===== src/rtl/pwm_pkg.sv =====
// Shared definitions for the multi-channel PWM block.
// Holds the counting-mode and direction encodings plus the register map
// helpers, so every file agrees on where period and mode live relative to
// the channel duty registers.
package pwm_pkg;

    localparam logic MODE_EDGE   = 1'b0;
    localparam logic MODE_CENTRE = 1'b1;

    localparam logic DIR_UP      = 1'b0;
    localparam logic DIR_DOWN    = 1'b1;

    // Period register sits just above the last channel duty register.
    function automatic int addr_period(input int ch);
        return ch;
    endfunction

    // Mode register sits just above the period register.
    function automatic int addr_mode(input int ch);
        return ch + 32'sd1;
    endfunction

endpackage


===== src/rtl/pwm_multi_if.sv =====
// Control/status bundle of the multi-channel PWM block.
// master: drives en and the register write port, observes outputs.
// slave : the PWM block itself.
//   en          timebase enable
//   wr_en       register write strobe
//   wr_addr     0..CH-1 duty, CH period, CH+1 mode
//   wr_data     write data
//   pwm         per-channel outputs (inversion applied)
//   period_tick one-cycle pulse at the first count of each period
//   cnt_out     current timebase count
interface pwm_multi_if #(
    parameter int WIDTH = 8,
    parameter int CH    = 4,
    parameter int AW    = $clog2(CH + 32'sd2)
);
    logic             en;
    logic             wr_en;
    logic [AW-1:0]    wr_addr;
    logic [WIDTH-1:0] wr_data;
    logic [CH-1:0]    pwm;
    logic             period_tick;
    logic [WIDTH-1:0] cnt_out;

    modport master (
        output en, wr_en, wr_addr, wr_data,
        input  pwm, period_tick, cnt_out
    );

    modport slave (
        input  en, wr_en, wr_addr, wr_data,
        output pwm, period_tick, cnt_out
    );
endinterface


===== src/rtl/pwm_timebase.sv =====
// Shared timebase for all PWM channels.
// Owns the counter, count direction, active/shadow period and mode, the
// boundary detector and the registered period tick.
//   clk, rst    clock and synchronous active-high reset
//   en_i        count enable (count and direction hold while low)
//   wr_per_i    write strobe for the period shadow register
//   wr_mode_i   write strobe for the mode shadow register
//   wr_data_i   write data
//   cnt_o       registered count
//   boundary_o  high in the last cycle of a period (combinational)
//   tick_o      registered pulse on the first count of a new period
module pwm_timebase
    import pwm_pkg::*;
#(
    parameter int               WIDTH      = 8,
    parameter logic [WIDTH-1:0] DEF_PERIOD = {WIDTH{1'b1}}
)(
    input  logic             clk,
    input  logic             rst,
    input  logic             en_i,
    input  logic             wr_per_i,
    input  logic             wr_mode_i,
    input  logic [WIDTH-1:0] wr_data_i,
    output logic [WIDTH-1:0] cnt_o,
    output logic             boundary_o,
    output logic             tick_o
);

    localparam logic [WIDTH-1:0] ONE = {{(WIDTH-1){1'b0}}, 1'b1};

    logic [WIDTH-1:0] cnt_q, cnt_d;
    logic [WIDTH-1:0] per_act_q, per_act_d;
    logic [WIDTH-1:0] per_sh_q, per_sh_d;
    logic             dir_q, dir_d;
    logic             mode_act_q, mode_act_d;
    logic             mode_sh_q, mode_sh_d;
    logic             tick_q;
    logic [WIDTH-1:0] per_eff_s;
    logic [WIDTH-1:0] cnt_inc_s;
    logic             boundary_s;

    // Effective period and boundary detection for the current mode.
    always_comb begin
        per_eff_s  = per_act_q;
        boundary_s = 1'b0;
        cnt_inc_s  = cnt_q + ONE;
        // A zero period would make the centre sequence degenerate; run it as 1.
        if ((mode_act_q == MODE_CENTRE) && (per_act_q == '0)) begin
            per_eff_s = ONE;
        end else begin
            per_eff_s = per_act_q;
        end
        if (!en_i) begin
            boundary_s = 1'b0;
        end else if (mode_act_q == MODE_EDGE) begin
            boundary_s = (cnt_q == per_act_q);
        end else begin
            boundary_s = (dir_q == DIR_DOWN) && (cnt_q == ONE);
        end
    end

    // Next-state of counter, direction and period/mode registers.
    always_comb begin
        per_sh_d   = wr_per_i  ? wr_data_i    : per_sh_q;
        mode_sh_d  = wr_mode_i ? wr_data_i[0] : mode_sh_q;
        per_act_d  = per_act_q;
        mode_act_d = mode_act_q;
        cnt_d      = cnt_q;
        dir_d      = dir_q;
        if (boundary_s) begin
            // Shadow values, including a write landing this very cycle,
            // become active and every new period restarts from zero upward.
            per_act_d  = per_sh_d;
            mode_act_d = mode_sh_d;
            cnt_d      = '0;
            dir_d      = DIR_UP;
        end else if (!en_i) begin
            cnt_d = cnt_q;
            dir_d = dir_q;
        end else if (mode_act_q == MODE_EDGE) begin
            cnt_d = cnt_inc_s;
            dir_d = DIR_UP;
        end else if (dir_q == DIR_UP) begin
            // dir describes the next step, so it is already DOWN while the
            // count sits at the peak; this also keeps P=1 at two cycles.
            cnt_d = cnt_inc_s;
            dir_d = (cnt_inc_s == per_eff_s) ? DIR_DOWN : DIR_UP;
        end else begin
            cnt_d = cnt_q - ONE;
            dir_d = DIR_DOWN;
        end
    end

    // Timebase state registers.
    always_ff @(posedge clk) begin
        if (rst) begin
            cnt_q      <= '0;
            dir_q      <= DIR_UP;
            per_act_q  <= DEF_PERIOD;
            per_sh_q   <= DEF_PERIOD;
            mode_act_q <= MODE_EDGE;
            mode_sh_q  <= MODE_EDGE;
            tick_q     <= 1'b0;
        end else begin
            cnt_q      <= cnt_d;
            dir_q      <= dir_d;
            per_act_q  <= per_act_d;
            per_sh_q   <= per_sh_d;
            mode_act_q <= mode_act_d;
            mode_sh_q  <= mode_sh_d;
            tick_q     <= boundary_s;
        end
    end

    assign cnt_o      = cnt_q;
    assign boundary_o = boundary_s;
    assign tick_o     = tick_q;

endmodule


===== src/rtl/pwm_multi.sv =====
// Multi-channel PWM generator with a shared timebase.
// Each channel has a shadow and an active duty register; the active copy is
// refreshed only at a period boundary so outputs never glitch mid-period.
//   clk, rst  clock and synchronous active-high reset
//   bus       pwm_multi_if slave: en, register write port, pwm,
//             period_tick and cnt_out
module pwm_multi
    import pwm_pkg::*;
#(
    parameter int               WIDTH      = 8,
    parameter int               CH         = 4,
    parameter logic [WIDTH-1:0] DEF_PERIOD = {WIDTH{1'b1}},
    parameter logic [CH-1:0]    INV_MASK   = {CH{1'b0}},
    parameter int               AW         = $clog2(CH + 32'sd2)
)(
    input  logic       clk,
    input  logic       rst,
    pwm_multi_if.slave bus
);

    localparam logic [AW-1:0] ADDR_PER = AW'(addr_period(CH));
    localparam logic [AW-1:0] ADDR_MOD = AW'(addr_mode(CH));

    logic             wr_per_s;
    logic             wr_mode_s;
    logic             boundary_s;
    logic             tick_s;
    logic [WIDTH-1:0] cnt_s;
    logic [CH-1:0]    pwm_s;

    // Decode period and mode writes; addresses above the mode slot match nothing.
    always_comb begin
        wr_per_s  = bus.wr_en && (bus.wr_addr == ADDR_PER);
        wr_mode_s = bus.wr_en && (bus.wr_addr == ADDR_MOD);
    end

    pwm_timebase #(
        .WIDTH      (WIDTH),
        .DEF_PERIOD (DEF_PERIOD)
    ) u_timebase (
        .clk        (clk),
        .rst        (rst),
        .en_i       (bus.en),
        .wr_per_i   (wr_per_s),
        .wr_mode_i  (wr_mode_s),
        .wr_data_i  (bus.wr_data),
        .cnt_o      (cnt_s),
        .boundary_o (boundary_s),
        .tick_o     (tick_s)
    );

    for (genvar g = 0; g < CH; g++) begin : g_ch
        logic [WIDTH-1:0] duty_sh_q, duty_sh_d;
        logic [WIDTH-1:0] duty_act_q, duty_act_d;
        logic             pwm_q, pwm_d;
        logic             wr_hit_s;
        logic             raw_s;

        // Duty shadowing and compare; the compare sees the pre-boundary duty
        // in the last cycle of a period, so 100% duty never drops at wrap.
        always_comb begin
            wr_hit_s   = bus.wr_en && (bus.wr_addr == AW'(g));
            duty_sh_d  = wr_hit_s ? bus.wr_data : duty_sh_q;
            duty_act_d = boundary_s ? duty_sh_d : duty_act_q;
            raw_s      = (cnt_s < duty_act_q);
            pwm_d      = bus.en ? (raw_s ^ INV_MASK[g]) : INV_MASK[g];
        end

        // Per-channel duty registers and output flop.
        always_ff @(posedge clk) begin
            if (rst) begin
                duty_sh_q  <= '0;
                duty_act_q <= '0;
                pwm_q      <= INV_MASK[g];
            end else begin
                duty_sh_q  <= duty_sh_d;
                duty_act_q <= duty_act_d;
                pwm_q      <= pwm_d;
            end
        end

        assign pwm_s[g] = pwm_q;
    end

    assign bus.pwm         = pwm_s;
    assign bus.period_tick = tick_s;
    assign bus.cnt_out     = cnt_s;

endmodule


===== src/flat_wrapper.sv =====
// flat-port wrapper written by rule: the top's interface ports become plain ports
module pwm_multi_flat import pwm_pkg::*;
#(
    parameter int               WIDTH      = 8,
    parameter int               CH         = 4,
    parameter logic [WIDTH-1:0] DEF_PERIOD = {WIDTH{1'b1}},
    parameter logic [CH-1:0]    INV_MASK   = {CH{1'b0}},
    parameter int               AW         = $clog2(CH + 32'sd2)
)
  (clk, rst, bus_en, bus_wr_en, bus_wr_addr, bus_wr_data, bus_pwm, bus_period_tick, bus_cnt_out);
  pwm_multi_if #(.WIDTH(WIDTH), .CH(CH), .AW(AW)) bus_i ();
  input  logic clk;
  input  logic rst;
  input wire logic [$bits(bus_i.en)-1:0] bus_en;
  input wire logic [$bits(bus_i.wr_en)-1:0] bus_wr_en;
  input wire logic [$bits(bus_i.wr_addr)-1:0] bus_wr_addr;
  input wire logic [$bits(bus_i.wr_data)-1:0] bus_wr_data;
  output wire logic [$bits(bus_i.pwm)-1:0] bus_pwm;
  output wire logic [$bits(bus_i.period_tick)-1:0] bus_period_tick;
  output wire logic [$bits(bus_i.cnt_out)-1:0] bus_cnt_out;
  assign bus_i.en = bus_en;
  assign bus_i.wr_en = bus_wr_en;
  assign bus_i.wr_addr = bus_wr_addr;
  assign bus_i.wr_data = bus_wr_data;
  assign bus_pwm = bus_i.pwm;
  assign bus_period_tick = bus_i.period_tick;
  assign bus_cnt_out = bus_i.cnt_out;
  pwm_multi #(.WIDTH(WIDTH), .CH(CH), .DEF_PERIOD(DEF_PERIOD), .INV_MASK(INV_MASK), .AW(AW)) u_core (.clk(clk), .rst(rst), .bus(bus_i));
endmodule

===== config.mk =====
export PLATFORM = sky130hd
export DESIGN_NAME = pwm_multi_flat
export DESIGN_NICKNAME = d
export VERILOG_FILES = /design/src/rtl/pwm_pkg.sv /design/src/rtl/pwm_multi_if.sv /design/src/rtl/pwm_timebase.sv /design/src/rtl/pwm_multi.sv /design/src/flat_wrapper.sv
export SDC_FILE = /design/constraint.sdc
export NUM_CORES = 1
export LEC_CHECK = 0
export BUFFER_PORTS_ARGS = -buffer_cell sky130_fd_sc_hd__buf_4
export CORE_MARGIN = 2
export CORE_UTILIZATION = 45
export DETAILED_ROUTE_END_ITERATION = 16
export GPL_TIMING_DRIVEN = 1
export PLACE_DENSITY = 0.71
export SLEW_MARGIN = 15
export SYNTH_ARGS = -nofsm -noshare
export SYNTH_HDL_FRONTEND = slang
export SYNTH_SLANG_ARGS = --single-unit

===== constraint.sdc =====
create_clock -name clk -period 2.7 [get_ports clk]
set_input_delay 0.27 -clock clk [delete_from_list [all_inputs] [get_ports clk]]
set_output_delay 0.27 -clock clk [all_outputs]
set_load 0.03 [all_outputs]

Word level (Yosys, flattened, before mapping)

Cells that the tools add are included.

Logic and storage cells: 60
Bits in registers: 96
Output and inout bits: 13
Input bits: 15

Bitwise gates (word level): 1
Multiplexer cells: 14
Equality and inequality tests: 8
Reductions and logical operators: 12
Order comparisons: 4
Add/subtract/negate cells: 2

Operators with widths:

| kind                                                                | number |
|---|---|
| 8-bit two-way mux                                                   | 8 |
| 8-bit less-than comparator                                          | 4 |
| 8-bit == test                                                       | 2 |
| 8-bit by 1-bit adder with 8-bit output (second input constant)      | 1 |
| 8-bit by 1-bit == test with 1-bit output (second input constant)    | 1 |
| 1-bit logical AND                                                   | 8 |
| 8-bit zero test                                                     | 1 |
| 8-bit by 1-bit subtractor with 8-bit output (second input constant) | 1 |
| 3-bit by 2-bit == test with 1-bit output (second input constant)    | 2 |
| 3-bit == test (second input constant)                               | 2 |
| 1-bit two-way mux                                                   | 6 |
| 2-bit OR reduction                                                  | 2 |
| 3-bit by 1-bit == test with 1-bit output (second input constant)    | 1 |
| 3-bit zero test                                                     | 1 |
| 1-bit NOT                                                           | 1 |

Longest topological paths before layout

Gate-level depths: netlist (run 1).

Word-level depth: 7
Gate-level depth with buffers: 9
Gate-level depth less buffers: 8

By module

A second synthesis (run 1) with hierarchy kept.

Cell total of the unflattened synthesis: 525
Area total of the unflattened synthesis: 4885.9 um2

Modules (own cells, without submodules):

| module       | cells an instance | times used | sequential area each (um2) | area an instance (um2) |
|---|---|---|---|---|
| pwm_multi    | 326               | 1          | 1361.3                     | 3091.7 |
| pwm_timebase | 199               | 1          | 560.5                      | 1794.2 |

Least setup slack after synthesis (run 1)

OpenSTA, ideal clock, no wires.

Path kind: register to register
From: register u_core.u_timebase.cnt_q[2] (netlist: u_core.u_timebase.cnt_o[2])
To: register u_core.g_ch[2].duty_act_q[1]
Arrival: 2184 ps
Setup time: 121 ps
Stages on the path, launching flop included: 8
Period minus slack after synthesis: 2305 ps
Path slack: 395 ps
Required time: 2579 ps
Buffers on the path: 2
Cell sequence: dfxtp_1 > buf_6 > or3_4 > or4_4 > o31ai_4 > nand2_4 > buf_6 > mux2_4

Word-level cells in the longest chain between the ends: 4
Elaborated cells on any way between the ends: 5
Classes of those cells: eq/ne: 2; mux: 2; reduce/logical: 1

RTL lines:

| element                                  | line                | RTL |
|---|---|---|
| start, declared                          | pwm_timebase.sv:31  | `logic [WIDTH-1:0] cnt_q, cnt_d;` |
| start signal, assigned                   | pwm_timebase.sv:105 | `cnt_q <= cnt_d;` |
| 8-bit by 1-bit == test with 1-bit output | pwm_timebase.sv:58  | `boundary_s = (dir_q == DIR_DOWN) && (cnt_q == ONE);` |
| 1-bit logical AND                        | pwm_timebase.sv:58  |  |
| 1-bit two-way mux (*)                    | pwm_timebase.sv:55  | `end else if (mode_act_q == MODE_EDGE) begin` |
| 1-bit two-way mux (*)                    | pwm_timebase.sv:53  | `if (!en_i) begin` |
| end signal, assigned                     | pwm_multi.sv:77     | `duty_act_q <= duty_act_d;` |
| end, declared                            | pwm_multi.sv:54     | `logic [WIDTH-1:0] duty_act_q, duty_act_d;` |

Mark *: on every way between the ends. The rest lies on a longest branch, timed or not.
A chain may end at the register's enable or synchronous reset.

Final worst setup path (run 1)

From: register u_core.u_timebase.cnt_q[1] (netlist: u_core.u_timebase.cnt_o[1])
To: register u_core.g_ch[3].duty_act_q[1]

Word-level cells in the longest chain between the ends: 4
Elaborated cells on any way between the ends: 5
Classes of those cells: eq/ne: 2; mux: 2; reduce/logical: 1

RTL lines:

| element                                  | line |
|---|---|
| 8-bit by 1-bit == test with 1-bit output | pwm_timebase.sv:58 |
| 1-bit logical AND                        | pwm_timebase.sv:58 |
| 1-bit two-way mux (*)                    | pwm_timebase.sv:55 |
| 1-bit two-way mux (*)                    | pwm_timebase.sv:53 |
| end signal, assigned                     | pwm_multi.sv:77 |
| end, declared                            | pwm_multi.sv:54 |

Marked as above.

==> flow_summary.json, run 1 <==
{
  "slew_headroom_pct": 58.0,
  "powerDensity_nw_per_um2": 494,
  "fin_worst_skew_ns": 0.00946,
  "via_per_inst": 5.42,
  "switchingPower_uw": 669,
  "ys_seq_area_share_pct": 41.2,
  "die_x_um": 106,
  "synth.net_count": 584,
  "cp-endpoint": "u_core.g_ch[3].duty_act_q[1]",
  "p_leak_nw": 1.86,
  "rr_worst_depth": 9,
  "antenna_found_initial": 0,
  "grt_max_degree": 42,
  "ant_nets": 0,
  "r2r-start": "u_core.u_timebase.cnt_o[1]",
  "max_freq_mhz": 433,
  "drv_slew": 0,
  "cp_num_buf_inv": 3,
  "r2r-end": "u_core.g_ch[3].duty_act_q[1]",
  "critPathMostFrequentCell": "inv_1",
  "internal_power_mw": 1.86,
  "dieArea_um2": 11200,
  "finalSetupViolations": 0,
  "path_max_fanout": 33,
  "first_iter_violations": 165,
  "cts.sinks": 96,
  "placement.io_buffers": 27,
  "ir_drop_uv": 412,
  "total_power_mw": 2.53,
  "finalSetupTns_ns": 0,
  "rows": 37,
  "setup.worst_path.start": "u_core.u_timebase.cnt_o[1]",
  "clk_pin_slew_ns": 0.10,
  "power_frac_comb_pct": 7.7,
  "io_pins": 28,
  "wl_per_cell_um": 16.0,
  "outcome": "finished, final reports clean",
  "gp_congestion": 0.887,
  "wl_um": 11000,
  "grt_usage_pct": 20.6,
  "tightest_slew_ns": 0.623,
  "area_delta_synth_final_pct": 9.82,
  "crit_required_ns": 2.93,
  "syn_inst": 538,
  "cp_cell_sequence": "inv_1, ha_1, nand4b_1, or4_4, o31ai_4, nand2_4, inv_1, buf_4, o31ai_1",
  "die_h_um": 106,
  "start_kind": "flip-flop",
  "synth_seq_cells": 96,
  "critPathCaptureType": "flip-flop",
  "htree_levels": 3,
  "grt_setup_unrepaired": "false",
  "routed-via-count": 3738,
  "ff2ff_setup_slack_ns": 0.39,
  "place_hpwl_um": 7960,
  "hold_buffers": 0,
  "critical_path_class": "reg -> reg",
  "cp.depth": 9,
  "cts_buffers": 9,
  "grt_pass1_vias": 3692,
  "yosysWarnings": 0,
  "core_area_um2": 10200,
  "root_buffer": "clkbuf_8",
  "finalInstanceArea_um2": 5120,
  "cts_buffer_depth": 2,
  "synthFlopType": "dfxtp_1",
  "drtPass1Iterations": 5,
  "drive_gt1_share_pct": 12.3,
  "async_flop_share_pct": 0,
  "cts_resized": 0,
  "grt_pass1_wl_um": 18200,
  "clkPwrFrac_pct": 35.2,
  "globalRouteOverflowTotal": 0,
  "drc": 0,
  "syn_area_um2": 4660,
  "crit_family": "simple AND/OR/NAND/NOR gates",
  "insertedDiodeCount": 0,
  "synth_area_per_cell_um2": 8.67,
  "placed_area_um2": 4930,
  "finalNetCount": 595,
  "slowest_delay_ns": 0.46,
  "worstPathArrival_ns": 2.54,
  "synth_edf_count": 0,
  "tritoncts": "done",
  "period_needed_ns": 2.31,
  "hold_viol": 0,
  "hold_path_class": "in -> reg",
  "maxCapViolCount": 0,
  "switching_share_pct": 26.4,
  "post_cts_buffers": 0,
  "worst_path_max_delay_cell": "or4_4",
  "synth.distinct_cells": 49,
  "insertion_delay_ns": 0.36,
  "fin_crit_sh_pct": 85.5,
  "p_seq_share_pct": 57.1,
  "initial_core_util_pct": 45.8
}
-- flip-flops by register name (all words and copies together), names as in the netlist --
name	cells
u_core.u_timebase.cnt_o	8
u_core.u_timebase.mode_sh_q	1
u_core.g_ch.pwm_q	4
u_core.u_timebase.mode_act_q	1
u_core.g_ch.duty_sh_q	32
u_core.u_timebase.per_act_q	8
u_core.u_timebase.per_sh_q	8
u_core.g_ch.duty_act_q	32
u_core.u_timebase.tick_o	1
u_core.u_timebase.dir_q	1
-- worst register-to-register path: stages, from the launching register on --
cell      delay, ns
dfxtp_1        0.45
inv_1          0.14
ha_1           0.16
nand4b_1       0.09
or4_4          0.46
o31ai_4        0.10
nand2_4        0.27
inv_1          0.12
buf_4          0.28
o31ai_1        0.11
-- worst min path at each step --
| stage | end | cells after the start | start | slack [ns] |
|---|---|---|---|---|
| floorplan | u_core.u_timebase.per_sh_q[0] | 1 | bus_wr_data[0] | 0.41 |
| global placement | u_core.g_ch[2].duty_sh_q[7] | 2 | u_core.g_ch[2].duty_sh_q[7] | 0.45 |
| detailed placement | u_core.g_ch[2].duty_sh_q[6] | 2 | u_core.g_ch[2].duty_sh_q[6] | 0.46 |
| CTS | u_core.g_ch[0].duty_sh_q[3] | 3 | bus_wr_data[3] | 0.21 |
| global route | u_core.u_timebase.per_sh_q[3] | 2 | bus_wr_data[3] | 0.22 |
| finish | u_core.u_timebase.per_sh_q[1] | 2 | bus_wr_data[1] | 0.23 |
-- cell usage after synthesis (all sizes together), types with 7 or more instances --
cell | n | area share, %
dfxtp | 96 | 41
nand2 | 62 | 5.2
a21oi | 45 | 4.8
nor2 | 39 | 3.1
inv | 35 | 2.8
ha | 31 | 8.3
nand3 | 28 | 3.0
clkbuf | 25 | 2.0
o31ai | 24 | 4.2
o21ai | 13 | 1.4
buf | 12 | 1.8
nor2b | 11 | 1.5
xnor2 | 11 | 2.1
a21o | 9 | 1.4
mux2i | 9 | 1.9
xor2 | 9 | 1.7
a211o | 8 | 1.5
mux2 | 8 | 2.4
nand2b | 7 | 0.94
nor4 | 7 | 0.94
-- per-stage QoR --
stage	cells	hold WS (ns)	setup slack [ns]	utilization, %
2_1_floorplan	538	0.409	0.395	-
3_3_place_gp	674	0.449	0.476	48.4
3_5_place_dp	674	0.457	0.395	48.4
4_1_cts	690	0.205	0.379	50.3
5_1_grt	690	0.217	0.219	50.3
6_report	690	0.225	0.392	50.3
-- cell type report --
class / count / area, µm²
clock buffer: 9 / 124
fill: 984 / 5060
sequential: 96 / 1920
multi-input combinational: 370 / 2430
inverter: 35 / 131
clock inverter: 7 / 65.1
timing repair buffer: 37 / 278
tap: 136 / 170
-- per-layer routing --
metal  global-route usage [%]  up-vias  routed length (µm)
met3                     3.83       12                 575
met1                     26.4     1747                4940
li1                         -     1889                   -
met5                        0        -                   0
met4                     5.73        0                 134
met2                     35.3       90                5350
-- logic make-up after synthesis --
family                   Yosys count  synth area share [%]
adder cells (fa/ha/maj)           31                  8.32
buffers and inverters             72                  6.65
flip-flops                        96                  41.2
multiplexers                      17                  4.35
XOR/XNOR                          20                  3.76
AND/OR/NAND/NOR                  186                  19.4
AO/OA/AOI/OAI                    116                  16.3
-- placed cells by master (no fill, tap or decap), drive strengths merged, types with 11 or more instances in the layout --
cell	instances
nand2	62
inv	38
xnor2	11
dfxtp	96
o31ai	24
nor2b	11
nor2	39
nand3	28
o21ai	13
a21oi	45
ha	31
buf	37
-- power groups by stage --
stage          clock (mW)  sequential, mW  combinational, mW
2_1_floorplan           0            1.48              0.119
3_3_place_gp            0            1.48              0.191
3_5_place_dp            0            1.48              0.195
4_1_cts             0.922            1.45              0.196
5_1_grt             0.974            1.45              0.215
6_report            0.892            1.44              0.195
(Power assumes the default switching activity.)
==> run 2, diff against run 1 <==
Settings changed: CORE_MARGIN 2 to not set, PLACE_DENSITY 0.71 to 0.73.
Clock period 2.7 ns to 2.1 ns, I/O delays scaled along.
==> run 2 against run 1 <==
  * First-iteration DRC count up 87%
  * Sequential cell count unchanged
  * Register-to-register slack lost 0.38 ns
  * Sequential power rose by 28%
  * Sequential share of layout area is 1.7 points lower
  * Non-clock buffer count rose by 17
  * Clock-buffer cell count is 2 higher
  * Critical path depth fell by 3
  * Clock power grew 36%
  * Global-route usage up 0.78 points
  * Largest cell class unchanged
  * Largest power group unchanged
==> flow_summary.json, run 2 (synthesis results as in run 1) <==
{
  "worstPathArrival_ns": 2.34,
  "cts_buffer_depth": 2,
  "layout_common_cells": "dfxtp_1 (93), nand2_1 (61), buf_4 (46)",
  "finalInstanceArea_um2": 5380,
  "drv_slew": 0,
  "clkPwrFrac_pct": 36.2,
  "rows": 36,
  "gp_congestion": 0.924,
  "area_delta_synth_final_pct": 15.4,
  "first_iter_violations": 308,
  "switching_share_pct": 24.9,
  "maxCapViolCount": 0,
  "grt_usage_pct": 21.3,
  "post-route-util_pct": 54.3,
  "routed-via-count": 3918,
  "die_x_um": 104,
  "fin_worst_skew_ns": 0.00932,
  "ir_drop_uv": 377,
  "drc": 0,
  "insertion_delay_ns": 0.37,
  "hold_ws_ns": 0.140,
  "p_leak_nw": 1.98,
  "start_kind": "flip-flop",
  "placement.io_buffers": 27,
  "insertedDiodeCount": 0,
  "total_power_mw": 3.32,
  "hold_viol": 0,
  "final_common_cell": "dfxtp_1",
  "ant_nets": 0,
  "place_hpwl_um": 7750,
  "cts_buffers": 9,
  "slew_headroom_pct": 60.9,
  "drive_gt1_share_pct": 16.1,
  "tightest_slew_ns": 0.586,
  "worst_path_max_delay_cell": "or4_4",
  "finalSetupViolations": 0,
  "power_frac_comb_pct": 8.1,
  "cts.sinks": 96,
  "grt_pass1_wl_um": 18400,
  "period_needed_ns": 2.09,
  "fin_crit_sh_pct": 99.5,
  "p_seq_share_pct": 55.7,
  "path_max_fanout": 6,
  "wl_um": 11700,
  "core_area_um2": 9910,
  "dp_slack_ns": -0.0143,
  "finalNetCount": 614,
  "initial_core_util_pct": 47.1,
  "cp_cell_sequence": "or3_4, or4_4, o31ai_4, buf_12, nand2_2, mux2_4",
  "drtPass1Iterations": 5,
  "critPathCaptureType": "flip-flop",
  "critical_path_class": "reg -> reg",
  "dp.cells": 684,
  "finalSetupTns_ns": 0,
  "root_buffer": "clkbuf_8",
  "finalNonFillerCells": 706,
  "globalRouteOverflowTotal": 0,
  "largestRegisters": "u_core.g_ch.duty_act_q (32), u_core.g_ch.duty_sh_q (32)",
  "via_per_inst": 5.55,
  "grt_pass1_vias": 3716,
  "setup_slack_ns": 0.00967,
  "clk_pin_slew_ns": 0.09,
  "max_freq_mhz": 478,
  "die_h_um": 104,
  "hold_path_class": "in -> reg",
  "powerDensity_nw_per_um2": 618,
  "antenna_found_initial": 0,
  "htree_levels": 3,
  "ff2ff_setup_slack_ns": 0.01,
  "hold_buffers": 0,
  "grt_setup_unrepaired": "true",
  "wl_per_cell_um": 16.5,
  "dieArea_um2": 10800,
  "grt_max_degree": 65,
  "slowest_delay_ns": 0.47,
  "placed_area_um2": 5060,
  "internal_power_mw": 2.50,
  "io_pins": 28,
  "tritoncts": "done",
  "switchingPower_uw": 828,
  "outcome": "finished, final reports clean",
  "crit_required_ns": 2.35
}
-- run 2: cell types whose count changed in the layout (fill, tap and decap cells not counted), sizes merged --
| cell | change |
|---|---|
| buf | +15 |
| bufinv | +1 |
| clkbuf | +4 |
| clkinv | +1 |
| clkinvlp | -3 |
| inv | -1 |
| nand2 | +2 |
-- run 2: final cells by class --
type	count	area, µm²
clock inverter	5	55.1
tap	133	166
sequential	96	1930
timing repair buffer	54	498
clock buffer	11	131
inverter	35	139
multi-input combinational	372	2470
fill	909	4530
-- run 2: power groups by stage --
| stage | Clock (mW) | Sequential (mW) | Combinational, mW |
|---|---|---|---|
| global route | 1.28 | 1.85 | 0.290 |
| CTS | 1.21 | 1.85 | 0.262 |
| global placement | 0 | 1.89 | 0.256 |
| detailed placement | 0 | 1.89 | 0.260 |
| floorplan | 0 | 1.90 | 0.153 |
| finish | 1.21 | 1.85 | 0.268 |
-- run 2: worst paths after layout --
path | startpoint | depth (start not counted) | end
setup reg to reg | u_core.u_timebase.cnt_o[2] | 6 | u_core.g_ch[2].duty_act_q[2]
setup / recovery | u_core.u_timebase.cnt_o[2] | 6 | u_core.g_ch[2].duty_act_q[2]
hold / removal | bus_wr_data[0] | 3 | u_core.g_ch[2].duty_sh_q[0]
hold reg to reg | u_core.g_ch[2].duty_sh_q[7] | 2 | u_core.g_ch[2].duty_sh_q[7]
-- run 2: worst max-delay path: cells and delay by family, from the launching register on --
family | cells | cell delay [ns]
buffers and inverters | 1 | 0.17
DFF | 1 | 0.36
muxes | 1 | 0.34
AOI/OAI and AO/OA | 1 | 0.09
and+or+nand+nor | 3 | 1.01
-- run 2: layer usage --
layer  wire length [µm]  part of all wire, %  vias up  track usage [%]
met1               5340                   46     1824             28.7
li1                   -                    -     1922                -
met2               5400                   46      150             34.2
met4                226                  1.9        0             8.27
met3                711                  6.1       22             3.34
met5                  0                    0        -                0
-- run 2: what timing repair did --
| item | in CTS | in global routing |
|---|---|---|
| setup endpoints to repair | 24 | 28 |
| pin swaps | 0 | 3 |
| cloned | 1 | 3 |
| resized for setup | 1 | 13 |
| setup buffers | 0 | 2 |
